==> src/rtl/kuznechik_apb_fifo_wrapper.sv <==
// APB slave front-end for the Kuznechik cipher core.
// Software streams plaintext words into an input FIFO. A small sequencer
// hands one block at a time to the external core over req/busy/valid/ack.
// Results collect in an output FIFO that software drains word by word.
module kuznechik_apb_fifo_wrapper #(
    parameter int APB_ADDR_WIDTH = 12,
    parameter int APB_DATA_WIDTH = 32,
    parameter int BLOCK_WIDTH    = 128,
    parameter int FIFO_DEPTH     = 4
) (
    input  logic                      clk_i,
    input  logic                      rstn_i,
    input  logic [APB_ADDR_WIDTH-1:0] apb_paddr_i,
    input  logic [APB_DATA_WIDTH-1:0] apb_pwdata_i,
    input  logic                      apb_pwrite_i,
    input  logic                      apb_psel_i,
    input  logic                      apb_penable_i,
    output logic [APB_DATA_WIDTH-1:0] apb_prdata_o,
    output logic                      apb_pready_o,
    output logic                      apb_pslverr_o,
    output logic                      irq_o,
    output logic                      cipher_rstn_o,
    output logic                      cipher_req_o,
    output logic                      cipher_ack_o,
    output logic [BLOCK_WIDTH-1:0]    cipher_data_o,
    input  logic                      cipher_busy_i,
    input  logic                      cipher_valid_i,
    input  logic [BLOCK_WIDTH-1:0]    cipher_data_i
);

    localparam int WORDS = BLOCK_WIDTH / APB_DATA_WIDTH;
    localparam int WPW   = (WORDS > 1) ? $clog2(WORDS) : 1;
    localparam int AW    = $clog2(FIFO_DEPTH);
    localparam int CW    = AW + 1;

    localparam logic [CW-1:0]  DEPTH_C = CW'(FIFO_DEPTH);
    localparam logic [WPW-1:0] LAST_W  = WPW'(WORDS - 1);

    localparam logic [APB_ADDR_WIDTH-1:0] A_CTRL   = APB_ADDR_WIDTH'('h00);
    localparam logic [APB_ADDR_WIDTH-1:0] A_STATUS = APB_ADDR_WIDTH'('h04);
    localparam logic [APB_ADDR_WIDTH-1:0] A_DIN    = APB_ADDR_WIDTH'('h08);
    localparam logic [APB_ADDR_WIDTH-1:0] A_DOUT   = APB_ADDR_WIDTH'('h0C);
    localparam logic [APB_ADDR_WIDTH-1:0] A_IRQ    = APB_ADDR_WIDTH'('h10);
    localparam logic [APB_ADDR_WIDTH-1:0] A_WORDS  = APB_ADDR_WIDTH'('h14);

    typedef enum logic [1:0] {S_IDLE, S_REQ, S_WAIT, S_ACK} state_t;

    state_t state;

    logic ctrl_en, ctrl_irq_en, done;

    logic [BLOCK_WIDTH-1:0] in_mem  [FIFO_DEPTH];
    logic [BLOCK_WIDTH-1:0] out_mem [FIFO_DEPTH];
    logic [AW-1:0]          in_wr, in_rd, out_wr, out_rd;
    logic [CW-1:0]          in_count, out_count;
    logic [WPW-1:0]         wptr, rptr;
    logic [BLOCK_WIDTH-1:0] din_buf, din_next;

    logic [APB_DATA_WIDTH-1:0] rd_val, dout_word;
    logic setup, access, commit, err;
    logic is_ctrl, is_status, is_din, is_dout, is_irq, is_words, mapped;
    logic wr_ctrl, wr_irq, wr_din, rd_dout, din_last;
    logic in_full, in_empty, out_full, out_empty;
    logic in_push, in_pop, out_push, out_pop, seq_start, done_set;

    assign setup  = apb_psel_i & ~apb_penable_i;
    assign access = apb_psel_i & apb_penable_i & apb_pready_o;
    // The error decision latched in the setup cycle also gates the commit.
    assign commit = access & ~apb_pslverr_o;

    assign is_ctrl   = (apb_paddr_i == A_CTRL);
    assign is_status = (apb_paddr_i == A_STATUS);
    assign is_din    = (apb_paddr_i == A_DIN);
    assign is_dout   = (apb_paddr_i == A_DOUT);
    assign is_irq    = (apb_paddr_i == A_IRQ);
    assign is_words  = (apb_paddr_i == A_WORDS);
    assign mapped    = is_ctrl | is_status | is_din | is_dout | is_irq | is_words;

    assign in_full   = (in_count == DEPTH_C);
    assign in_empty  = (in_count == '0);
    assign out_full  = (out_count == DEPTH_C);
    assign out_empty = (out_count == '0);

    assign err = ~mapped
               | (apb_pwrite_i & (is_status | is_dout | is_words))
               | (~apb_pwrite_i & is_din)
               | (apb_pwrite_i & is_din & in_full & (wptr == '0))
               | (~apb_pwrite_i & is_dout & out_empty);

    assign wr_ctrl  = commit & apb_pwrite_i & is_ctrl;
    assign wr_irq   = commit & apb_pwrite_i & is_irq;
    assign wr_din   = commit & apb_pwrite_i & is_din;
    assign rd_dout  = commit & ~apb_pwrite_i & is_dout;
    assign din_last = wr_din & (wptr == LAST_W);

    assign in_push   = ctrl_en & din_last;
    assign in_pop    = ctrl_en & (state == S_REQ);
    assign out_push  = ctrl_en & (state == S_ACK);
    assign out_pop   = ctrl_en & rd_dout & (rptr == LAST_W);
    assign done_set  = ctrl_en & (state == S_ACK);
    assign seq_start = ctrl_en & ~in_empty & ~out_full & ~cipher_busy_i;

    assign cipher_rstn_o = rstn_i & ctrl_en;

    // Merge the incoming DIN word into the partially assembled block.
    always_comb begin
        din_next = din_buf;
        for (int i = 0; i < WORDS; i++) begin
            if (wptr == WPW'(i)) begin
                din_next[i*APB_DATA_WIDTH +: APB_DATA_WIDTH] = apb_pwdata_i;
            end
        end
    end

    // Select word rptr of the output FIFO head.
    always_comb begin
        dout_word = '0;
        for (int i = 0; i < WORDS; i++) begin
            if (rptr == WPW'(i)) begin
                dout_word = out_mem[out_rd][i*APB_DATA_WIDTH +: APB_DATA_WIDTH];
            end
        end
    end

    // Register read mux.
    always_comb begin
        rd_val = '0;
        if (is_ctrl) begin
            rd_val[1:0] = {ctrl_irq_en, ctrl_en};
        end else if (is_status) begin
            rd_val[7:0]  = 8'(in_count);
            rd_val[15:8] = 8'(out_count);
            rd_val[16]   = in_full;
            rd_val[17]   = out_empty;
            rd_val[18]   = (state != S_IDLE);
        end else if (is_dout) begin
            rd_val = out_empty ? '0 : dout_word;
        end else if (is_irq) begin
            rd_val[0] = done;
        end else if (is_words) begin
            rd_val = APB_DATA_WIDTH'(WORDS);
        end
    end

    // APB response: registered in setup so it is ready in the first access cycle.
    always_ff @(posedge clk_i or negedge rstn_i) begin
        if (!rstn_i) begin
            apb_pready_o  <= 1'b0;
            apb_pslverr_o <= 1'b0;
            apb_prdata_o  <= '0;
        end else if (setup) begin
            apb_pready_o  <= 1'b1;
            apb_pslverr_o <= err;
            apb_prdata_o  <= (apb_pwrite_i | err) ? '0 : rd_val;
        end else begin
            apb_pready_o  <= 1'b0;
            apb_pslverr_o <= 1'b0;
            apb_prdata_o  <= '0;
        end
    end

    // Control, DONE flag (set beats clear) and registered interrupt.
    always_ff @(posedge clk_i or negedge rstn_i) begin
        if (!rstn_i) begin
            ctrl_en     <= 1'b0;
            ctrl_irq_en <= 1'b0;
            done        <= 1'b0;
            irq_o       <= 1'b0;
        end else begin
            if (wr_ctrl) begin
                ctrl_en     <= apb_pwdata_i[0];
                ctrl_irq_en <= apb_pwdata_i[1];
            end
            if (done_set) begin
                done <= 1'b1;
            end else if (wr_irq & apb_pwdata_i[0]) begin
                done <= 1'b0;
            end
            irq_o <= ctrl_irq_en & done;
        end
    end

    // DIN word assembly; the pointer is cleared by soft reset.
    always_ff @(posedge clk_i or negedge rstn_i) begin
        if (!rstn_i) begin
            wptr    <= '0;
            din_buf <= '0;
        end else if (!ctrl_en) begin
            wptr <= '0;
        end else if (wr_din) begin
            din_buf <= din_next;
            wptr    <= din_last ? '0 : wptr + WPW'(1);
        end
    end

    // FIFO storage carries no reset; validity is tracked by the counters.
    always_ff @(posedge clk_i) begin
        if (in_push) begin
            in_mem[in_wr] <= din_next;
        end
        if (out_push) begin
            out_mem[out_wr] <= cipher_data_i;
        end
    end

    // Input FIFO pointers and occupancy.
    always_ff @(posedge clk_i or negedge rstn_i) begin
        if (!rstn_i) begin
            in_wr    <= '0;
            in_rd    <= '0;
            in_count <= '0;
        end else if (!ctrl_en) begin
            in_wr    <= '0;
            in_rd    <= '0;
            in_count <= '0;
        end else begin
            if (in_push) in_wr <= in_wr + AW'(1);
            if (in_pop)  in_rd <= in_rd + AW'(1);
            in_count <= in_count + CW'(in_push) - CW'(in_pop);
        end
    end

    // Output FIFO pointers, occupancy and DOUT word pointer.
    always_ff @(posedge clk_i or negedge rstn_i) begin
        if (!rstn_i) begin
            out_wr    <= '0;
            out_rd    <= '0;
            out_count <= '0;
            rptr      <= '0;
        end else if (!ctrl_en) begin
            out_wr    <= '0;
            out_rd    <= '0;
            out_count <= '0;
            rptr      <= '0;
        end else begin
            if (out_push) out_wr <= out_wr + AW'(1);
            if (out_pop)  out_rd <= out_rd + AW'(1);
            if (rd_dout)  rptr   <= (rptr == LAST_W) ? '0 : rptr + WPW'(1);
            out_count <= out_count + CW'(out_push) - CW'(out_pop);
        end
    end

    // Sequencer: one block per IDLE -> REQ -> WAIT -> ACK round trip.
    always_ff @(posedge clk_i or negedge rstn_i) begin
        if (!rstn_i) begin
            state         <= S_IDLE;
            cipher_req_o  <= 1'b0;
            cipher_ack_o  <= 1'b0;
            cipher_data_o <= '0;
        end else if (!ctrl_en) begin
            state        <= S_IDLE;
            cipher_req_o <= 1'b0;
            cipher_ack_o <= 1'b0;
        end else begin
            case (state)
                S_IDLE: begin
                    if (seq_start) begin
                        state         <= S_REQ;
                        cipher_req_o  <= 1'b1;
                        cipher_data_o <= in_mem[in_rd];
                    end
                end
                S_REQ: begin
                    cipher_req_o <= 1'b0;
                    state        <= S_WAIT;
                end
                S_WAIT: begin
                    if (cipher_valid_i) begin
                        state        <= S_ACK;
                        cipher_ack_o <= 1'b1;
                    end
                end
                S_ACK: begin
                    cipher_ack_o <= 1'b0;
                    state        <= S_IDLE;
                end
                default: state <= S_IDLE;
            endcase
        end
    end

endmodule

==> config.mk <==
export PLATFORM = sky130hd
export DESIGN_NAME = kuznechik_apb_fifo_wrapper
export DESIGN_NICKNAME = d
export VERILOG_FILES = /design/src/rtl/kuznechik_apb_fifo_wrapper.sv
export SDC_FILE = /design/constraint.sdc
export NUM_CORES = 1
export LEC_CHECK = 0
export BUFFER_PORTS_ARGS = -buffer_cell sky130_fd_sc_hd__buf_2
export CORE_ASPECT_RATIO = 1.2
export CORE_MARGIN = 8
export CORE_UTILIZATION = 35
export CTS_CLUSTER_SIZE = 28
export DETAILED_ROUTE_END_ITERATION = 8
export PLACE_DENSITY = 0.53
export SLEW_MARGIN = 5
export SYNTH_ARGS = -nofsm -noshare
export SYNTH_HDL_FRONTEND = slang
export SYNTH_SLANG_ARGS = --single-unit
==> constraint.sdc <==
create_clock -name clk_i -period 10.5 [get_ports clk_i]
set_input_delay 2.1 -clock clk_i [delete_from_list [all_inputs] [get_ports clk_i]]
set_output_delay 2.1 -clock clk_i [all_outputs]
set_load 0.005 [all_outputs]
==> impl_metrics.yaml, run 1 <==
sta:
  relSlewSlack_pct: 15.36
  period_needed_ns: 5.656
  setup_tns_ns: 0
  max_freq_mhz: 176.8
  setup_slack_ns: 4.844
  setup_viol: 0
  period_share_pct: 53.87
  final_hold_viol_count: 0
  skew_ns: 0.03658
  rsz0062_at_grt: "false"
  drv_slew: 0
  worstMarginPinSlew_ns: 1.267
drt:
  postRouteAntennaNets: 0
  via_count: 24740
  routed_wl_um: 121200
  drtPass1Iterations: 5
  drc_errors: 0
  detail_route.wl_per_cell_um: 24.45
  via_per_inst: 4.991
  drt_iter0_markers: 1640
clock_network:
  cts_hold_buf: 0
  clock_latency_ns: 0.77
  postCtsResizedCells: 0
  clkTransAtPathRegs_ns: 0.06
  cts_inserted_buffers: 142
  cts_root_buf: "clkbuf_16"
  clock_path_buffers: 3
  cts_tree: "done"
  h-tree-depth: 4
  cts_setup_buffers: 0
  clock-sinks: 1340
logic_synthesis:
  synthTopCellsByArea: "edfxtp_1 (60%), dfrtp_1 (15%), mux4_2 (11%)"
  syn-instance-count: 2472
  synth_nets: 2677
  synth_most_common_cell: "edfxtp_1"
  mappedNetlistArea_sq_um: 51640
  synth_mux_area_share_pct: 19.51
  synth_edf_count: 1024
  synth_compound_gate_area_share_pct: 1.623
  synth_xor_area_share_pct: 0.2205
  synth_top_family_by_area: "multiplexers"
  synthAdderAreaFrac_pct: 0.6590
  yosysTopAreaCellShare_pct: 59.55
  seq_area_frac_synth_pct: 74.86
  async_flop_share_pct: 23.58
  syn_area_per_cell_sq_um: 20.89
  synth.distinct_cells: 54
  synth_top_flop_cell: "edfxtp_1"
  ys_ff_latch: 1340
  yosys_warnings: 0
  synth-simple-area-share_pct: 1.476
  synth_common_cells: "edfxtp_1 (1024), mux2_2 (327), dfrtp_1 (316)"
  yosys.area.top_type: "edfxtp_1"
power:
  switching_share_pct: 25.15
  p_leak_nw: 20.46
  powerDensity_nw_per_um2: 225.6
  peakVddDrop_uv: 179.0
  internal_power_mw: 10.16
  p_clk_share_pct: 36.6
  comb_power_share_pct: 14.0
  p_switching_mw: 3.413
  seqPwrFrac_pct: 49.4
critical_path:
  critPathKind: "in2reg"
  cp-start-kind: "input port"
  rr_worst_depth: 5
  crit_path_end_kind: "flip-flop"
  cp.required_ns: 10.87
  r2r-start: "apb_pslverr_o"
  cp.arrival_ns: 6.02
  r2r-end: "in_mem[1][32]"
  cp_max_fo: 66
  rrSetupSlack_ns: 5.82
global_routing:
  grtUsageTotal_pct: 14.97
  grt_pass1_vias: 26570
  grt_pass1_wl_um: 180300
  grt-ovfl-total: 0
  grt_max_degree: 143
  antenna_found_initial: 65
floorplan:
  rows: 154
  initial_core_util_pct: 35.22
  dieWidth_um: 366.6
  die_y_um: 436.8
  design.die.area_sq_um: 160100
  io_pins: 345
  core_area_sq_um: 146600
placement:
  gp_congestion: 0.7894
  dpl.hpwl_um: 72660
  dp_slack_ns: 3.976
  placedInstanceArea_sq_um: 55450
  port-buffer-count: 344
min_path:
  whs_endpoint: "din_buf[56]"
  hold_path_class: "reg2reg"
  hold_path_startpoint: "din_buf[56]"
  hold_depth: 1
outcome:
  status: "complete, no violations"
layout:
  final_nets: 3071
  area_growth_pct: 16.52
  drive_gt1_share_pct: 39.99
  fin_area_sq_um: 60170
run:
  cap_viol_max_count: 0
power groups by stage:
stage | clock, mW | combinational, mW | sequential, mW
global route | 5.30 | 2.10 | 6.77
global placement | 0 | 1.96 | 6.79
floorplan | 0 | 1.23 | 6.69
CTS | 5.12 | 1.99 | 6.72
finish | 4.97 | 1.90 | 6.70
detailed placement | 0 | 1.98 | 6.83
cell type report:
| class | instances | area, sq um |
|---|---|---|
| Antenna cell | 22 | 55.05 |
| Clock buffer | 192 | 3904 |
| Clock inverter | 72 | 768.2 |
| Fill cell | 12940 | 86460 |
| Inverter | 22 | 82.58 |
| Multi-Input combinational cell | 979 | 12220 |
| Sequential cell | 1340 | 38670 |
| Tap cell | 1950 | 2440 |
| Timing Repair Buffer | 381 | 2034 |
how the worst max path moves through the flow:
stage	depth (start not counted)	slack [ns]	to	startpoint
final	6	4.84	in_mem[1][32]	apb_psel_i
after global routing	6	4.66	in_mem[0][121]	apb_psel_i
after CTS	6	4.82	in_mem[3][60]	apb_psel_i
after detailed placement	6	3.98	in_mem[3][124]	apb_psel_i
after global placement	6	4.14	in_mem[1][124]	apb_psel_i
after floorplan	8	3.67	in_mem[1][0]	apb_paddr_i[5]
layout by cell type, fill, tap and decap left out, drive strengths merged, types with 24 or more instances in the layout:
master     n
a21oi     65
a22oi     25
buf      381
clkbuf   192
clkinv    45
dfrtp    316
edfxtp  1024
ha        24
inv       30
mux2     392
mux4     243
nand2     51
nor2      27
nor3      26
sequential cells by signal, indices dropped and copies added (netlist names), 2 cells and up:
signal / cells
in_mem: 512
out_mem: 512
cipher_data_o: 128
din_buf: 128
apb_prdata_o: 32
in_count: 3
out_count: 3
in_rd: 2
in_wr: 2
out_rd: 2
out_wr: 2
rptr: 2
state: 2
wptr: 2
per-layer routing:
metal	up-vias	share of wire, %	GRT usage (%)	wire length, um
met5	-	0.22	0	269
met4	42	2.7	4.954	3326
met3	237	7.5	4.878	9033
met2	717	48	23.91	57760
met1	12960	42	19.33	50850
li1	10790	-	-	-
critical path, stage by stage:
cell and delay [ns]:
buf_2 0.10, nand4b_1 0.14, nor3b_1 1.03, and3_4 0.99, and3_4 0.66, buf_4 0.84
kinds of logic after synthesis:
group | after synthesis
simple gates | 153
fa+ha+maj | 26
xor+xnor | 13
mux | 654
compound gates | 133
buf+inv | 153
flops | 1340
stage by stage:
| step | power, mW | utilization, % | hold slack [ns] | instances |
|---|---|---|---|---|
| 2_1_floorplan | 7.923 | - | 0.4541 | 2472 |
| 3_3_place_gp | 8.747 | 37.81 | 0.4631 | 4672 |
| 3_5_place_dp | 8.808 | 37.81 | 0.4708 | 4672 |
| 4_1_cts | 13.83 | 41.00 | 0.4836 | 4936 |
| 5_1_grt | 14.17 | 41.00 | 0.4999 | 4939 |
| 6_report | 13.57 | 41.04 | 0.4798 | 4958 |
No activity file was read; power rests on OpenSTA's default activity.
==> run 2: changes to the inputs <==
Settings changed: PLACE_DENSITY 0.53 to 0.55.
Clock period 10.5 ns to 4.8 ns, I/O delays scaled along.
==> impl_metrics.yaml, run 2 (synthesis results as in run 1) <==
placement:
  dpl.hpwl_um: 74240
  dp_slack_ns: 0.6468
  dp_cells: 4687
  placedInstanceArea_sq_um: 55770
  port-buffer-count: 344
  gp_congestion: 0.7548
sta:
  setup_viol: 0
  setup_slack_ns: 1.377
  skew_ns: 0.02523
  period_share_pct: 71.30
  relSlewSlack_pct: 20.29
  period_needed_ns: 3.423
  max_freq_mhz: 292.2
  worstMarginPinSlew_ns: 1.196
  final_hold_viol_count: 0
  rsz0062_at_grt: "false"
  setup_tns_ns: 0
  hold-worst-slack_ns: 0.1197
  drv_slew: 0
outcome:
  status: "complete, no violations"
layout:
  reg_top3: "in_mem (512), out_mem (512)"
  drive_gt1_share_pct: 39.86
  fin_cells: 4968
  final_nets: 3083
  fin_area_sq_um: 60300
  final_cell_mix: "edfxtp_1 (1024), buf_2 (343), mux2_2 (327)"
  layout_commonest_cell: "edfxtp_1"
  area_growth_pct: 16.77
power:
  peakVddDrop_uv: 366.1
  seqPwrFrac_pct: 49.9
  p_leak_nw: 20.49
  p_switching_mw: 7.350
  p_clk_share_pct: 35.8
  powerDensity_nw_per_um2: 486.1
  comb_power_share_pct: 14.3
  switching_share_pct: 25.07
  internal_power_mw: 21.96
global_routing:
  busiest_layer: "met2"
  antenna_found_initial: 40
  grtUsageTotal_pct: 14.73
  grt_util_met3_pct: 4.594
  met1_usage_pct: 18.96
  grt_pass1_vias: 26610
  grt_pass1_wl_um: 178200
  grt_max_degree: 136
  grt-ovfl-total: 0
  grtUsageMet2_pct: 24.17
floorplan:
  core_area_sq_um: 146600
  design.die.area_sq_um: 160100
  die_y_um: 436.8
  io_pins: 345
  rows: 154
  dieWidth_um: 366.6
  initial_core_util_pct: 35.22
clock_network:
  cts_setup_buffers: 0
  clock_path_buffers: 3
  postCtsResizedCells: 0
  cts_root_buf: "clkbuf_16"
  h-tree-depth: 4
  cts_tree: "done"
  clock_latency_ns: 0.75
  clock-sinks: 1340
  clkTransAtPathRegs_ns: 0.06
  cts_hold_buf: 0
  cts_inserted_buffers: 139
drt:
  via_count: 24670
  drt_iter0_markers: 1472
  postRouteAntennaNets: 0
  via_per_inst: 4.966
  drtPass1Iterations: 5
  drc_errors: 0
  detail_route.wl_per_cell_um: 24.04
  routed_wl_um: 119400
critical_path:
  cp_max_fo: 49
  cp.arrival_ns: 3.82
  cp-start-kind: "input port"
  cp.required_ns: 5.20
  crit_path_end_kind: "flip-flop"
  critPathKind: "in2reg"
min_path:
  hold_path_class: "in2async"
run:
  cap_viol_max_count: 0
==> run 2: cell count changes in the layout (fill, tap and decap cells not counted), sizes merged <==
cell	change
buf	+15
bufinv	-3
clkinv	-3
clkinvlp	-3
diode	+3
clkbuf	+1
==> run 2: worst paths after layout <==
kind | start | to | slack, ns | depth (start not counted)
setup / recovery | apb_paddr_i[5] | in_mem[0][122] | 1.38 | 7
hold / removal | rstn_i | cipher_data_o[38] | 0.12 | 1
setup reg to reg | apb_pslverr_o | in_mem[0][122] | 1.58 | 6
hold reg to reg | din_buf[54] | din_buf[54] | 0.48 | 1
max in group asynchronous | rstn_i | out_rd[0] | 2.96 | 3
min in group clk_i | cipher_data_i[22] | out_mem[1][22] | 0.42 | 1
==> run 2: cell type report <==
class	count	area, sq um
clock buffer	193	3825
fill	12920	86330
multi-input combinational	979	12220
sequential	1340	38670
timing repair buffer	396	2360
tap	1950	2440
antenna	25	62.56
inverter	22	82.58
clock inverter	63	641.9
==> run 2: critical path, cell delays in order <==
cell    delay (ns)
buf_2         0.10
nor3_1        0.47
and3_1        0.23
buf_4         0.18
and3_4        0.60
and3_4        0.78
buf_12        0.38
==> run 2: power by group through the flow <==
stage | logic [mW] | clock network, mW | registers, mW
detailed placement | 4.36 | 0 | 14.9
global route | 4.65 | 11.2 | 14.8
CTS | 4.37 | 10.8 | 14.7
floorplan | 2.69 | 0 | 14.6
global placement | 4.29 | 0 | 14.8
finish | 4.20 | 10.5 | 14.6
==> run 2: through the flow <==
| step | util, % | power, mW |
|---|---|---|
| 4_1_cts | 41.08 | 29.82 |
| 2_1_floorplan | - | 17.33 |
| 5_1_grt | 41.09 | 30.62 |
| 3_3_place_gp | 38.03 | 19.09 |
| 3_5_place_dp | 38.03 | 19.25 |
| 6_report | 41.12 | 29.31 |
==> run 2: layer usage <==
metal  vias up  part of all wire, %
li1      10790                    -
met2       664                   48
met3       180                  7.1
met1     13010                   42
met4        28                  2.0
met5         -                 0.15
